## config.mk

```make
export PLATFORM = sky130hd
export DESIGN_NAME = avalon_edge_capture_ctrl
export DESIGN_NICKNAME = d
export VERILOG_FILES = /design/src/rtl/avalon_edge_capture_ctrl_pkg.sv /design/src/rtl/avalon_edge_capture_ctrl_debounce_filter.sv /design/src/rtl/sync_2ff.sv /design/src/rtl/avalon_edge_capture_ctrl.sv
export SDC_FILE = /design/constraint.sdc
export NUM_CORES = 1
export LEC_CHECK = 0
export BUFFER_PORTS_ARGS = -buffer_cell sky130_fd_sc_hd__buf_2
export CORE_MARGIN = 5
export CORE_UTILIZATION = 25
export DETAILED_ROUTE_END_ITERATION = 10
export PLACE_DENSITY_LB_ADDON = 0.25
export SYNTH_ARGS = -nofsm -noshare
export SYNTH_HDL_FRONTEND = slang
export SYNTH_SLANG_ARGS = --single-unit
```

## constraint.sdc

```tcl
create_clock -name clk -period 1.1 [get_ports clk]
set_input_delay 0.055 -clock clk [delete_from_list [all_inputs] [get_ports clk]]
set_output_delay 0.055 -clock clk [all_outputs]
set_load 0.01 [all_outputs]
```

## src/rtl/avalon_edge_capture_ctrl_pkg.sv

```systemverilog
// Shared register map, field offsets and elaboration helpers for the
// Avalon edge-capture controller.
package avalon_edge_capture_ctrl_pkg;

    localparam logic [1:0] ADDR_DATA     = 2'd0;
    localparam logic [1:0] ADDR_EDGE_EN  = 2'd1;
    localparam logic [1:0] ADDR_IRQ_MASK = 2'd2;
    localparam logic [1:0] ADDR_CAPTURE  = 2'd3;

    localparam int FALL_EN_LSB = 16;

    function automatic int clog2(input int value);
        int result;
        result = 0;
        for (int i = 0; i < 31; i++) begin
            if ((32'd1 << i) < value) begin
                result = i + 1;
            end else begin
                result = result;
            end
        end
        return result;
    endfunction

endpackage

```

## src/rtl/avalon_edge_capture_ctrl_debounce_filter.sv

```systemverilog
// One-bit debounce filter: the filtered level follows the synchronized input
// only after it has disagreed for DEBOUNCE_CYCLES consecutive cycles.
module debounce_filter
    import avalon_edge_capture_ctrl_pkg::*;
#(
    parameter int DEBOUNCE_CYCLES = 4
) (
    input  logic clk,
    input  logic reset_n,
    input  logic s_i,
    output logic filt_o,
    output logic update_o
);

    localparam int            CW       = clog2(DEBOUNCE_CYCLES) + 1;
    localparam logic [CW-1:0] CNT_LAST = CW'(DEBOUNCE_CYCLES - 1);

    logic          filt_q;
    logic          filt_d;
    logic [CW-1:0] cnt_q;
    logic [CW-1:0] cnt_d;
    logic          update_s;

    // Any agreement restarts the count, so every bounce costs a full window.
    always_comb begin
        filt_d   = filt_q;
        cnt_d    = cnt_q;
        update_s = 1'b0;
        if (s_i == filt_q) begin
            cnt_d = {CW{1'b0}};
        end else if (cnt_q == CNT_LAST) begin
            filt_d   = s_i;
            cnt_d    = {CW{1'b0}};
            update_s = 1'b1;
        end else begin
            cnt_d = cnt_q + CW'(1'b1);
        end
    end

    // Filter state registers.
    always_ff @(posedge clk or negedge reset_n) begin
        if (!reset_n) begin
            filt_q <= 1'b0;
            cnt_q  <= {CW{1'b0}};
        end else begin
            filt_q <= filt_d;
            cnt_q  <= cnt_d;
        end
    end

    assign filt_o   = filt_q;
    assign update_o = update_s;

endmodule

```

## src/rtl/sync_2ff.sv

```systemverilog
// Two-flop synchronizer cell for a single asynchronous input bit.
module sync_2ff (
    input  logic clk,
    input  logic reset_n,
    input  logic d_i,
    output logic q_o
);

    logic meta_q;
    logic sync_q;

    // Metastability-settling shift chain.
    always_ff @(posedge clk or negedge reset_n) begin
        if (!reset_n) begin
            meta_q <= 1'b0;
            sync_q <= 1'b0;
        end else begin
            meta_q <= d_i;
            sync_q <= meta_q;
        end
    end

    assign q_o = sync_q;

endmodule

```

## src/rtl/avalon_edge_capture_ctrl.sv

```systemverilog
// Avalon-MM slave exposing WIDTH debounced async inputs with per-bit edge
// capture (sticky, write-1-to-clear) and a maskable level interrupt.
module avalon_edge_capture_ctrl
    import avalon_edge_capture_ctrl_pkg::*;
#(
    parameter int WIDTH           = 8,
    parameter int DEBOUNCE_CYCLES = 4
) (
    input  logic             clk,
    input  logic             reset_n,
    input  logic [WIDTH-1:0] in_async,
    input  logic [1:0]       address,
    input  logic             read,
    input  logic             write,
    input  logic [31:0]      writedata,
    output logic [31:0]      readdata,
    output logic             irq
);

    logic [WIDTH-1:0] sync_s;
    logic [WIDTH-1:0] filt_s;
    logic [WIDTH-1:0] update_s;
    logic [WIDTH-1:0] set_s;
    logic [31:0]      edge_en_word_s;
    logic             unused_wdata_s;

    logic [WIDTH-1:0] rise_en_q, rise_en_d;
    logic [WIDTH-1:0] fall_en_q, fall_en_d;
    logic [WIDTH-1:0] irq_mask_q, irq_mask_d;
    logic [WIDTH-1:0] capture_q, capture_d;
    logic [31:0]      readdata_q, readdata_d;

    for (genvar gi = 0; gi < WIDTH; gi++) begin : g_bit
        sync_2ff u_sync (
            .clk     (clk),
            .reset_n (reset_n),
            .d_i     (in_async[gi]),
            .q_o     (sync_s[gi])
        );

        debounce_filter #(
            .DEBOUNCE_CYCLES (DEBOUNCE_CYCLES)
        ) u_debounce (
            .clk      (clk),
            .reset_n  (reset_n),
            .s_i      (sync_s[gi]),
            .filt_o   (filt_s[gi]),
            .update_o (update_s[gi])
        );
    end

    assign unused_wdata_s = ^writedata;

    // Direction of an update is the new level, which equals the synchronized input.
    assign set_s = update_s & ((sync_s & rise_en_q) | (~sync_s & fall_en_q));

    // Packed view of rise and fall enables as software sees them.
    always_comb begin
        edge_en_word_s                       = 32'h0000_0000;
        edge_en_word_s[WIDTH-1:0]            = rise_en_q;
        edge_en_word_s[FALL_EN_LSB +: WIDTH] = fall_en_q;
    end

    // Register file next state; capture sets are OR-ed in after the clear so a set wins.
    always_comb begin
        rise_en_d  = rise_en_q;
        fall_en_d  = fall_en_q;
        irq_mask_d = irq_mask_q;
        capture_d  = capture_q;
        readdata_d = readdata_q;
        if (write) begin
            case (address)
                ADDR_EDGE_EN: begin
                    rise_en_d = writedata[WIDTH-1:0];
                    fall_en_d = writedata[FALL_EN_LSB +: WIDTH];
                end
                ADDR_IRQ_MASK: irq_mask_d = writedata[WIDTH-1:0];
                ADDR_CAPTURE:  capture_d  = capture_q & ~writedata[WIDTH-1:0];
                default:       capture_d  = capture_q;
            endcase
        end else begin
            capture_d = capture_q;
        end
        capture_d = capture_d | set_s;
        if (read) begin
            case (address)
                ADDR_DATA:     readdata_d = {{(32-WIDTH){1'b0}}, filt_s};
                ADDR_EDGE_EN:  readdata_d = edge_en_word_s;
                ADDR_IRQ_MASK: readdata_d = {{(32-WIDTH){1'b0}}, irq_mask_q};
                default:       readdata_d = {{(32-WIDTH){1'b0}}, capture_q};
            endcase
        end else begin
            readdata_d = readdata_q;
        end
    end

    // Register file and read-data state.
    always_ff @(posedge clk or negedge reset_n) begin
        if (!reset_n) begin
            rise_en_q  <= {WIDTH{1'b0}};
            fall_en_q  <= {WIDTH{1'b0}};
            irq_mask_q <= {WIDTH{1'b0}};
            capture_q  <= {WIDTH{1'b0}};
            readdata_q <= 32'h0000_0000;
        end else begin
            rise_en_q  <= rise_en_d;
            fall_en_q  <= fall_en_d;
            irq_mask_q <= irq_mask_d;
            capture_q  <= capture_d;
            readdata_q <= readdata_d;
        end
    end

    assign readdata = readdata_q;
    assign irq      = |(capture_q & irq_mask_q);

endmodule

```

After elaboration in Yosys (flattened, before gate mapping)
Index checks and enable logic that the tools add are counted.

Logic and storage cells: 128. Input port bits: 46. Register bits: 112.

Eq/ne operators: 19. Bitwise logic cells: 17. Reduce and logical (&&, ||, !) cells: 12. $add $sub $neg: 8. Muxes and demuxes: 35.

Operator list (number): $pmux 24 s3 (1); $mux 3 (16); $and 8x8->8 (5); $add 3x1->3 const B (8); $eq 3x2->1 const B (8); $reduce_and 2->1 (10); $mux 1 (16); $mux 8 (2); $not 8->8 (2); $or 8x8->8 (2); $eq 1x1->1 (8); $not 1->1 (8); $reduce_or 8->1 (1); $eq 2x2->1 const B (2); $eq 2x1->1 const B (1); $logic_not 2->1 (1).

Depth between registers and ports, before layout
Gate-level depths: netlist of the first run.

Depth after elaboration: 5. Gate-level depth with buffers: 5. Mapped depth without buffers: 4.

Modules after synthesis
A second synthesis of the first run with hierarchy kept.

Cell total of the unflattened synthesis: 302. Area total of the unflattened synthesis: 4174.0 um^2.

By module, submodules not included: avalon_edge_capture_ctrl (cells an instance 190, instances 1, sequential area each 1201.2 um^2, area an instance 2392.3 um^2); debounce_filter (cells an instance 12, instances 8, sequential area each 100.1 um^2, area an instance 172.7 um^2); sync_2ff (cells an instance 2, instances 8, sequential area each 50.0 um^2, area an instance 50.0 um^2).

Worst setup path before layout of the first run
Ideal clock, no wire load.

Path type: register to register. Start point: register g_bit[5].u_debounce.cnt_q[0]. End point: register g_bit[5].u_debounce.filt_q. Path slack: -76 ps. Path buffers: 0. Data required time: 975 ps. Stages on the path, launching flop included: 4. Arrival: 1051 ps. Path through: dfrtp_1 ha_1 nor2b_1 mux2_2.

Cells in the longest elaborated chain, start to end: 2.

RTL lines: start: declaration (line avalon_edge_capture_ctrl_debounce_filter.sv:20) `logic [CW-1:0] cnt_q;`; start signal: assignment (line avalon_edge_capture_ctrl_debounce_filter.sv:44) `cnt_q <= {CW{1'b0}};`; start signal: assignment (line avalon_edge_capture_ctrl_debounce_filter.sv:47) `cnt_q <= cnt_d;`; $eq 3x2->1 (line avalon_edge_capture_ctrl_debounce_filter.sv:31) `end else if (cnt_q == CNT_LAST) begin`; $reduce_and 2->1 (no line); end signal: assignment (line avalon_edge_capture_ctrl_debounce_filter.sv:46) `filt_q <= filt_d;`; end: declaration (line avalon_edge_capture_ctrl_debounce_filter.sv:18) `logic filt_q;`.

No other way between the ends. A chain may end at the register's enable or synchronous reset.

Final worst setup path of the first run
Start point: register irq_mask_q[4]. End point: output irq.

Cells in the longest elaborated chain, start to end: 2.

RTL lines: start: declaration (line avalon_edge_capture_ctrl.sv:29) `logic [WIDTH-1:0] irq_mask_q, irq_mask_d;`; start signal: assignment (line avalon_edge_capture_ctrl.sv:102) `irq_mask_q <= {WIDTH{1'b0}};`; start signal: assignment (line avalon_edge_capture_ctrl.sv:108) `irq_mask_q <= irq_mask_d;`; $and 8x8->8 (line avalon_edge_capture_ctrl.sv:115) `assign irq = |(capture_q & irq_mask_q);`; $reduce_or 8->1 (line avalon_edge_capture_ctrl.sv:115); end: declaration (line avalon_edge_capture_ctrl.sv:17) `output logic irq`.

No other way between the ends.

==> impl_metrics.py, run 1 <==
metrics = {
    "status": {
        "status": "finished, violations left",
        "violations": "setup timing",
    },
    "placement": {
        "portBuffers": 46,
        "hpwl_um": 6260,
        "dpl.cell_count": 596,
        "routabilityCongestion": 0.730,
        "dp_worst_setup_slack_ps": -72.5,
    },
    "pwr": {
        "leakagePower_nw": 2.56,
        "powerDensity_nw_per_um2": 1950,
        "power_mw": 10.8,
        "peakVddDrop_mv": 0.618,
    },
    "hold_path": {
        "min_from": "read",
        "holdPathStages": 2,
        "hp-class": "input port to register",
        "worstHoldEndpoint": "readdata[0]$_DFFE_PN0P_",
    },
    "clock_network": {
        "clk_latency_ps": 340,
        "ctsRootBufferMaster": "clkbuf_16",
        "cts.sinks": 96,
        "clk_pin_slew_worst_paths_ps": 70,
        "clock_path_buffers": 2,
        "cts_tree": "built",
        "htreeDepth": 3,
        "cts_inserted_buffers": 9,
    },
    "logic_synthesis": {
        "post_synth_num_cell_types": 32,
        "ys_seq_elements": 96,
        "netlist.top_cell.by_area": "dfrtp_1",
        "synth_top_area_frac": 0.583,
        "ys_seq_area_frac": 0.583,
        "synthesis.area_um2": 4120,
        "synthTopCellsByArea": "dfrtp_1 (58%), mux2_2 (7.6%), mux2_4 (4.4%)",
        "syn_inst": 318,
        "avgSynthCellArea_um2": 13.0,
        "ys.warnings.count": 0,
    },
    "grt": {
        "antenna_found_initial": 0,
        "grt-ovfl-total": 0,
        "groute.usage.overall": 0.0989,
        "grt_pass1_vias": 2870,
        "grt_pass1_wl_um": 15100,
        "grt_max_degree": 44,
    },
    "critical_path": {
        "path_cells": "a22oi_2, nand4_1, buf_2",
        "worstPathMaxFanout": 3,
        "slowest_stage": "dfrtp_1",
        "slowest_delay_ps": 410,
        "reg2reg_slack_ps": -40,
        "cp.arrival_ps": 1250,
        "crit_start": "irq_mask_q[4]$_DFFE_PN0P_",
        "cp.required_ps": 1040,
        "regToRegStartpoint": "g_bit[3].u_debounce.cnt_q[0]$_DFF_PN0_",
        "start_kind": "register",
        "rr_endpoint": "g_bit[3].u_debounce.filt_o$_DFFE_PN0P_",
        "setup.worst_path.class": "register to output port",
        "endpoint_kind": "output port",
        "reg2reg_depth": 3,
    },
    "timing": {
        "finClkSkew_ps": 8.06,
        "fin_ws_ps": -202,
        "fmax_ghz": 0.768,
        "fin_crit_ps": 1300,
        "slew_viol_final": 0,
        "whs_ps": 56.5,
        "setup_viol": 8,
        "rsz0062_at_grt": "yes",
        "hold_violations": 0,
        "post-route-period-util": 1.18,
    },
    "floorplan": {
        "die_w_um": 138,
        "fp.coreArea_um2": 16400,
        "dieArea_um2": 19200,
        "fp-row-count": 47,
        "initial_utilization": 0.251,
        "ios": 79,
        "die_y_um": 138,
    },
    "route": {
        "wl_per_cell_um": 14.2,
        "drc": 0,
        "drtPass1Iterations": 4,
        "drt-total-wl_um": 9160,
        "drtIter0Drc": 125,
        "via_count": 2668,
        "vias_per_cell": 4.12,
        "ant_nets": 0,
    },
    "finish": {
        "antennaDiodeCount": 0,
        "nets": 476,
        "layout_common_cells": "dfrtp_1 (94), buf_2 (45), nand2_1 (32), buf_4 (27), dlygate4sd3_1 (25)",
        "stdcell_count": 647,
        "final_common_cell": "dfrtp_1",
        "synthToLayoutAreaGrowth_pct": 33.6,
        "drive_above_1_share": 0.389,
    },
    "run": {
        "maxCapViolations": 0,
    },
}
==> timing repair <==
action,4_1_cts,5_1_grt
pin swaps,8,6
hold buffers,25,0
hold endpoints to repair,128,0
resized for setup,24,15
endpoints found under the setup margin,15,24
buffers inserted,5,5
==> Yosys cell counts, drive strengths merged <==
| master | instances |
|---|---|
| dfrtp | 96 |
| mux2 | 40 |
| nand2 | 32 |
| buf | 23 |
| inv | 17 |
| nor3b | 14 |
| nand3b | 12 |
| nor2b | 9 |
| ha | 8 |
| mux2i | 8 |
| nor3 | 8 |
| o221ai | 8 |
| o22ai | 8 |
| xnor2 | 8 |
| a22o | 7 |
| o21ai | 6 |
| a22oi | 4 |
| clkbuf | 2 |
| a21o | 1 |
| a21oi | 1 |
| and2b | 1 |
| and3 | 1 |
| conb | 1 |
| nand2b | 1 |
| nand4 | 1 |
| or2b | 1 |
==> metal layers <==
layer  track usage  share of wire
met1         0.136           0.47
met2         0.147           0.47
met3        0.0266          0.042
met4        0.0421          0.017
met5             0              0
==> critical path, delay by kind of cell (launching register included) <==
kind	cells	cell delay [ps]
flops	1	410
compound gates	1	200
buf+inv	1	160
simple gates	1	130
==> sequential cells by signal (all words and copies together) (netlist names) <==
register                 flops
irq_mask_q                   8
rise_en_q                    8
fall_en_q                    8
g_bit.u_sync.meta_q          8
readdata                    16
g_bit.u_debounce.filt_o      8
g_bit.u_sync.q_o             8
capture_q                    8
g_bit.u_debounce.cnt_q      24
==> report_power, final <==
part	internal (mW)	total [mW]	switching, mW
Combinational	1.77	2.90	1.14
Sequential	4.32	5.00	0.673
Clock	1.59	2.88	1.29
Total	7.68	10.8	3.10
==> area by class of cell <==
| cell class | count | area [µm²] |
|---|---|---|
| flip-flops and latches | 96 | 2400 |
| clock buffers | 13 | 250 |
| repair buffers | 103 | 781 |
| clock inverters | 3 | 17.5 |
| inverters | 17 | 63.8 |
| well taps | 220 | 275 |
| fillers | 1657 | 10900 |
| multi-input cells | 195 | 1720 |
==> worst max-delay path by stage <==
| stage | depth (start not counted) | slack [ps] | end |
|---|---|---|---|
| 6_report | 3 | -200 | irq |
| 5_1_grt | 3 | -300 | irq |
| 4_1_cts | 3 | -290 | irq |
| 3_5_place_dp | 4 | -70 | g_bit[5].u_debounce.cnt_q[1]$_DFF_PN0_ |
| 3_3_place_gp | 3 | -40 | g_bit[5].u_debounce.filt_o$_DFFE_PN0P_ |
| 2_1_floorplan | 3 | -20 | g_bit[5].u_debounce.filt_o$_DFFE_PN0P_ |
==> logic make-up (layout without fill, tap and decap cells) <==
| group | count (synthesis) | in the layout | share of synthesized area |
|---|---|---|---|
| buffers and inverters | 42 | 136 | 0.0622 |
| and+or+nand+nor | 80 | 80 | 0.112 |
| DFF | 96 | 96 | 0.583 |
| adders and majority gates | 8 | 8 | 0.0243 |
| xor gates and xnor gates | 8 | 8 | 0.0170 |
| AOI/OAI and AO/OA | 35 | 35 | 0.0616 |
| other | 1 | 16 | 0.000909 |
| muxes | 48 | 48 | 0.140 |
==> metrics by stage <==
stage	area (µm²)	TNS [ps]	util
finish	5510	-371	0.336
global route	5510	-790	0.336
global placement	4750	-206	0.290
CTS	5400	-442	0.329
detailed placement	4750	-508	0.290
floorplan	4220	-17.4	-
Power figures use the tool's default switching activity.
==> inputs of run 2 (changes only) <==
- BUFFER_PORTS_ARGS: -buffer_cell sky130_fd_sc_hd__buf_2 -> not set
- CTS_CLUSTER_DIAMETER: not set -> 40
- DONT_BUFFER_PORTS: not set -> 1
==> run 2 against run 1 <==
Net effect:
- the run ends with hold timing, setup timing left
- worst setup slack better by 73 ps
- largest cell class unchanged
- clock power is 18% higher
- cell count is 7.1% lower
- first-iteration DRC count is 15% higher
- utilization is 1.1 points lower
- sequential share of layout area is 1.4 points higher
==> impl_metrics.py, run 2 (synthesized netlist as in run 1, its figures left out) <==
metrics = {
    "route": {
        "drtIter0Drc": 144,
        "drc": 0,
        "vias_per_cell": 4.19,
        "ant_nets": 0,
        "wl_per_cell_um": 15.1,
        "via_count": 2520,
        "drtPass1Iterations": 4,
        "drt-total-wl_um": 9050,
    },
    "clock_network": {
        "cts.sinks": 96,
        "ctsRootBufferMaster": "clkbuf_16",
        "htreeDepth": 3,
        "clock_path_buffers": 2,
        "clk_latency_ps": 340,
        "clk_pin_slew_worst_paths_ps": 70,
        "cts_inserted_buffers": 9,
        "cts_tree": "built",
    },
    "timing": {
        "setup_viol": 10,
        "fin_crit_ps": 1230,
        "fin_ws_ps": -129,
        "post-route-period-util": 1.12,
        "hold_violations": 104,
        "whs_ps": -596,
        "fmax_ghz": 0.814,
        "rsz0062_at_grt": "yes",
        "slew_viol_final": 0,
        "finClkSkew_ps": 6.29,
    },
    "floorplan": {
        "initial_utilization": 0.251,
        "dieArea_um2": 19200,
        "die_w_um": 138,
        "ios": 79,
        "fp-row-count": 47,
        "die_y_um": 138,
        "fp.coreArea_um2": 16400,
    },
    "placement": {
        "routabilityCongestion": 0.738,
        "dp_worst_setup_slack_ps": -79.7,
        "hpwl_um": 5990,
        "portBuffers": 0,
    },
    "pwr": {
        "power_mw": 11.1,
        "leakagePower_nw": 2.39,
        "powerDensity_nw_per_um2": 2080,
        "peakVddDrop_mv": 1.03,
    },
    "hold_path": {
        "hp-class": "input port to async pin",
    },
    "finish": {
        "layout_common_cells": "dfrtp_1 (96), nand2_1 (31), dlygate4sd3_1 (27), buf_4 (25)",
        "nets": 430,
        "nFillCells": 1634,
        "drive_above_1_share": 0.315,
        "largest_register": "g_bit.u_debounce.cnt_q",
        "synthToLayoutAreaGrowth_pct": 29.2,
        "antennaDiodeCount": 0,
        "final_common_cell": "dfrtp_1",
        "largest_register_ffs": 24,
    },
    "grt": {
        "groute.usage.overall": 0.0972,
        "grt_max_degree": 97,
        "antenna_found_initial": 0,
        "grt_pass1_vias": 2692,
        "grt_pass1_wl_um": 14600,
        "grt-ovfl-total": 0,
    },
    "status": {
        "violations": "hold timing, setup timing",
        "status": "finished, violations left",
    },
    "critical_path": {
        "cp.required_ps": 1040,
        "endpoint_kind": "output port",
        "cp.arrival_ps": 1170,
        "start_kind": "register",
        "worstPathMaxFanout": 2,
        "crit_start": "capture_q[5]$_DFF_PN0_",
        "setup.worst_path.class": "register to output port",
        "regToRegStartpoint": "g_bit[1].u_debounce.cnt_q[0]$_DFF_PN0_",
    },
    "run": {
        "maxCapViolations": 0,
    },
}
-- run 2: metal layers --
metal / vias to the layer above / global-route usage / share of wire
li1: 1196 / - / -
met1: 1264 / 0.120 / 0.44
met2: 49 / 0.156 / 0.47
met3: 11 / 0.0304 / 0.061
met4: 0 / 0.0437 / 0.020
met5: - / 0 / 0
-- run 2: power breakdown --
part | switching [mW] | total (mW) | internal, mW | leakage [nW]
Sequential | 0.746 | 5.06 | 4.32 | 1.20
Combinational | 0.938 | 2.61 | 1.67 | 1.03
Clock | 1.35 | 3.41 | 2.06 | 0.155
-- run 2: through the flow --
stage	TNS, ps	cell area (µm²)	cells	utilization
after floorplan	-17.4	4220	333	-
after global placement	-246	4410	541	0.269
after detailed placement	-505	4410	541	0.269
after CTS	-416	5160	591	0.314
after global routing	-855	5330	601	0.325
final	-351	5330	601	0.325
-- run 2: worst paths after layout --
kind                                                     endpoint  slack, ps  depth (start not counted)
max reg2reg                g_bit[1].u_debounce.filt_o$_DFFE_PN0P_        -60                          3
max in group asynchronous  g_bit[7].u_debounce.cnt_q[2]$_DFF_PN0_       1530                          0
min reg2reg                         g_bit[7].u_sync.q_o$_DFF_PN0_        350                          0
min                              g_bit[4].u_sync.meta_q$_DFF_PN0_       -600                          0
max                                                           irq       -130                          2
min in group clk                          readdata[4]$_DFFE_PN0P_        -60                          2
-- run 2: area by class of cell --
type                            count  area (µm²)  share of cell area
Tap cell                          220         275              0.0517
Multi-Input combinational cell    195        1710               0.321
Clock inverter                      6        92.6              0.0174
Inverter                           17        63.8              0.0120
Clock buffer                       10         239              0.0448
Sequential cell                    96        2400               0.451
Timing Repair Buffer               57         546               0.102
-- run 2: critical path: stages (launching register included) --
cell and delay [ps]:
dfrtp_1 410, a22oi_2 200, nand4_1 220
-- run 2: repair_timing --
action / in CTS / in global routing
hold endpoints to repair: 152 / 112
cloned: 0 / 1
setup buffers: 8 / 7
gates resized for setup: 24 / 13
pin swaps: 10 / 5
endpoints found under the setup margin: 16 / 20
hold buffers: 26 / 2
==> inputs of run 3 (changes only) <==
--- a/config.mk
+++ b/config.mk
@@ -8,4 +8,5 @@
 export CORE_MARGIN = 5
 export CORE_UTILIZATION = 25
+export CTS_BUF_LIST = sky130_fd_sc_hd__clkbuf_4 sky130_fd_sc_hd__clkbuf_8 sky130_fd_sc_hd__clkbuf_16
 export CTS_CLUSTER_DIAMETER = 40
 export DETAILED_ROUTE_END_ITERATION = 10
==> constraint.sdc (replaced) <==
create_clock -name clk -period 1.1 [get_ports clk]
set_input_delay 0.11 -clock clk [delete_from_list [all_inputs] [get_ports clk]]
set_output_delay 0.11 -clock clk [all_outputs]
set_load 0.01 [all_outputs]
==> run 3 against run 2 <==
Net effect:
- clock power fell by 4%
- critical endpoint unchanged
- design area is 1.1% lower
- register-to-register slack barely moved
- worst hold slack improved by 52 ps
- clock skew rose by 2.3 ps
- highest routed layer unchanged
- the run still ends with hold timing, setup timing left
- global-route usage up 0.15 points
- worst setup slack got worse by 77 ps
- fmax down 5.9%
- combinational power barely moved
- count of clock-buffer cells in the layout grew 2
- largest cell class unchanged
- cell count is 0.50% lower
- total power is 1.3% lower
==> impl_metrics.py, run 3 (synthesized netlist as in run 1, its figures left out) <==
metrics = {
    "pwr": {
        "powerDensity_nw_per_um2": 2080,
        "leakagePower_nw": 2.36,
        "peakVddDrop_mv": 0.870,
        "p_switching_mw": 3.03,
        "power_frac_comb": 0.237,
        "p_int_mw": 7.90,
        "power.share.clock": 0.299,
        "power.share.switching": 0.277,
        "sequentialPowerShare": 0.464,
        "power_mw": 10.9,
    },
    "route": {
        "top_layer": "met4",
        "drc": 0,
        "via_count": 2510,
        "ant_nets": 0,
        "drt-total-wl_um": 9020,
        "met2_length_um": 4310,
        "wl_met1_um": 3970,
        "met3_length_um": 516,
        "drtIter0Drc": 82,
        "wl_per_cell_um": 15.1,
        "drtPass1Iterations": 4,
        "vias_per_cell": 4.20,
    },
    "grt": {
        "groute.usage.overall": 0.0987,
        "grt-ovfl-total": 0,
        "grt_pass1_wl_um": 14700,
        "antenna_found_initial": 0,
        "grt_pass1_vias": 2710,
        "grt_max_degree": 97,
    },
    "critical_path": {
        "worstPathMaxFanout": 3,
        "cp.required_ps": 990,
        "endpoint_kind": "output port",
        "start_kind": "register",
        "setup.worst_path.class": "register to output port",
        "cp.arrival_ps": 1200,
    },
    "finish": {
        "final_util": 0.321,
        "layout_common_cells": "dfrtp_1 (95), nand2_1 (31), buf_4 (25), dlygate4sd3_1 (24), mux2_4 (21)",
        "drive_above_1_share": 0.315,
        "final_common_cell": "dfrtp_1",
        "largest_register": "g_bit.u_debounce.cnt_q",
        "fin_area_um2": 5270,
        "synthToLayoutAreaGrowth_pct": 27.8,
        "largest_register_ffs": 24,
        "nets": 427,
        "antennaDiodeCount": 0,
        "stdcell_count": 598,
    },
    "placement": {
        "dp_worst_setup_slack_ps": -80.7,
        "dpl.cell_count": 544,
        "hpwl_um": 5930,
        "place_area_um2": 4440,
        "routabilityCongestion": 0.740,
        "portBuffers": 0,
    },
    "timing": {
        "finClkSkew_ps": 8.56,
        "setup_viol": 10,
        "whs_ps": -543,
        "fin_ws_ps": -206,
        "fmax_ghz": 0.766,
        "hold_violations": 112,
        "post-route-period-util": 1.19,
        "fin_crit_ps": 1310,
        "setup-tns-final_ps": -471,
        "slew_viol_final": 0,
        "rsz0062_at_grt": "yes",
    },
    "clock_network": {
        "ctsHoldBuffers": 25,
        "clk_latency_ps": 350,
        "cts_tree": "built",
        "ctsRootBufferMaster": "clkbuf_16",
        "clock_path_buffers": 2,
        "cts.sinks": 96,
        "htreeDepth": 3,
        "clk_pin_slew_worst_paths_ps": 70,
        "cts_inserted_buffers": 9,
    },
    "floorplan": {
        "fp-row-count": 47,
        "initial_utilization": 0.251,
        "fp.coreArea_um2": 16400,
        "die_w_um": 138,
        "ios": 79,
        "die_y_um": 138,
        "dieArea_um2": 19200,
    },
    "status": {
        "status": "finished, violations left",
        "violations": "hold timing, setup timing",
    },
    "run": {
        "maxCapViolations": 0,
    },
    "hold_path": {
        "hp-class": "input port to async pin",
    },
}
-- run 3: area by class of cell --
type                            count  area (µm²)
Fill cell                        1623       11100
Sequential cell                    96        2400
Multi-Input combinational cell    195        1720
Timing Repair Buffer               54         494
Tap cell                          220         275
Clock buffer                       12         260
Inverter                           17        63.8
Clock inverter                      4        52.6
-- run 3: metal layers --
metal,up-vias,track usage
met1,1263,0.125
li1,1184,-
met5,-,0
met4,0,0.0499
met2,49,0.152
met3,14,0.0314
-- run 3: critical path: stages, from the launching register on --
cell	delay, ps
dfrtp_1	410
a22oi_2	200
nand4_1	240
-- run 3: power by group through the flow --
stage | sequential (mW) | combinational (mW) | clock [mW]
2_1_floorplan | 4.87 | 1.65 | 0
3_3_place_gp | 5.09 | 1.93 | 0
3_5_place_dp | 5.12 | 1.98 | 0
4_1_cts | 5.08 | 2.41 | 3.39
5_1_grt | 5.21 | 2.90 | 3.51
6_report | 5.07 | 2.59 | 3.27
-- run 3: repair_timing --
action | CTS | global route
endpoints found under the hold margin | 152 | 112
pin swaps | 9 | 6
gates resized for setup | 23 | 18
setup buffers | 10 | 3
setup endpoints to repair | 18 | 22
-- run 3: worst paths after layout --
path	depth (start not counted)	startpoint	slack, ps	to
max	2	irq_mask_q[4]$_DFFE_PN0P_	-210	irq
min	0	reset_n	-540	g_bit[4].u_sync.meta_q$_DFF_PN0_
max reg2reg	3	g_bit[1].u_debounce.cnt_q[0]$_DFF_PN0_	-60	g_bit[1].u_debounce.filt_o$_DFFE_PN0P_
min reg2reg	0	g_bit[7].u_sync.meta_q$_DFF_PN0_	350	g_bit[7].u_sync.q_o$_DFF_PN0_
max in group asynchronous	0	reset_n	1490	g_bit[3].u_debounce.filt_o$_DFFE_PN0P_
min in group clk	1	read	-140	readdata[23]$_DFFE_PN0P_
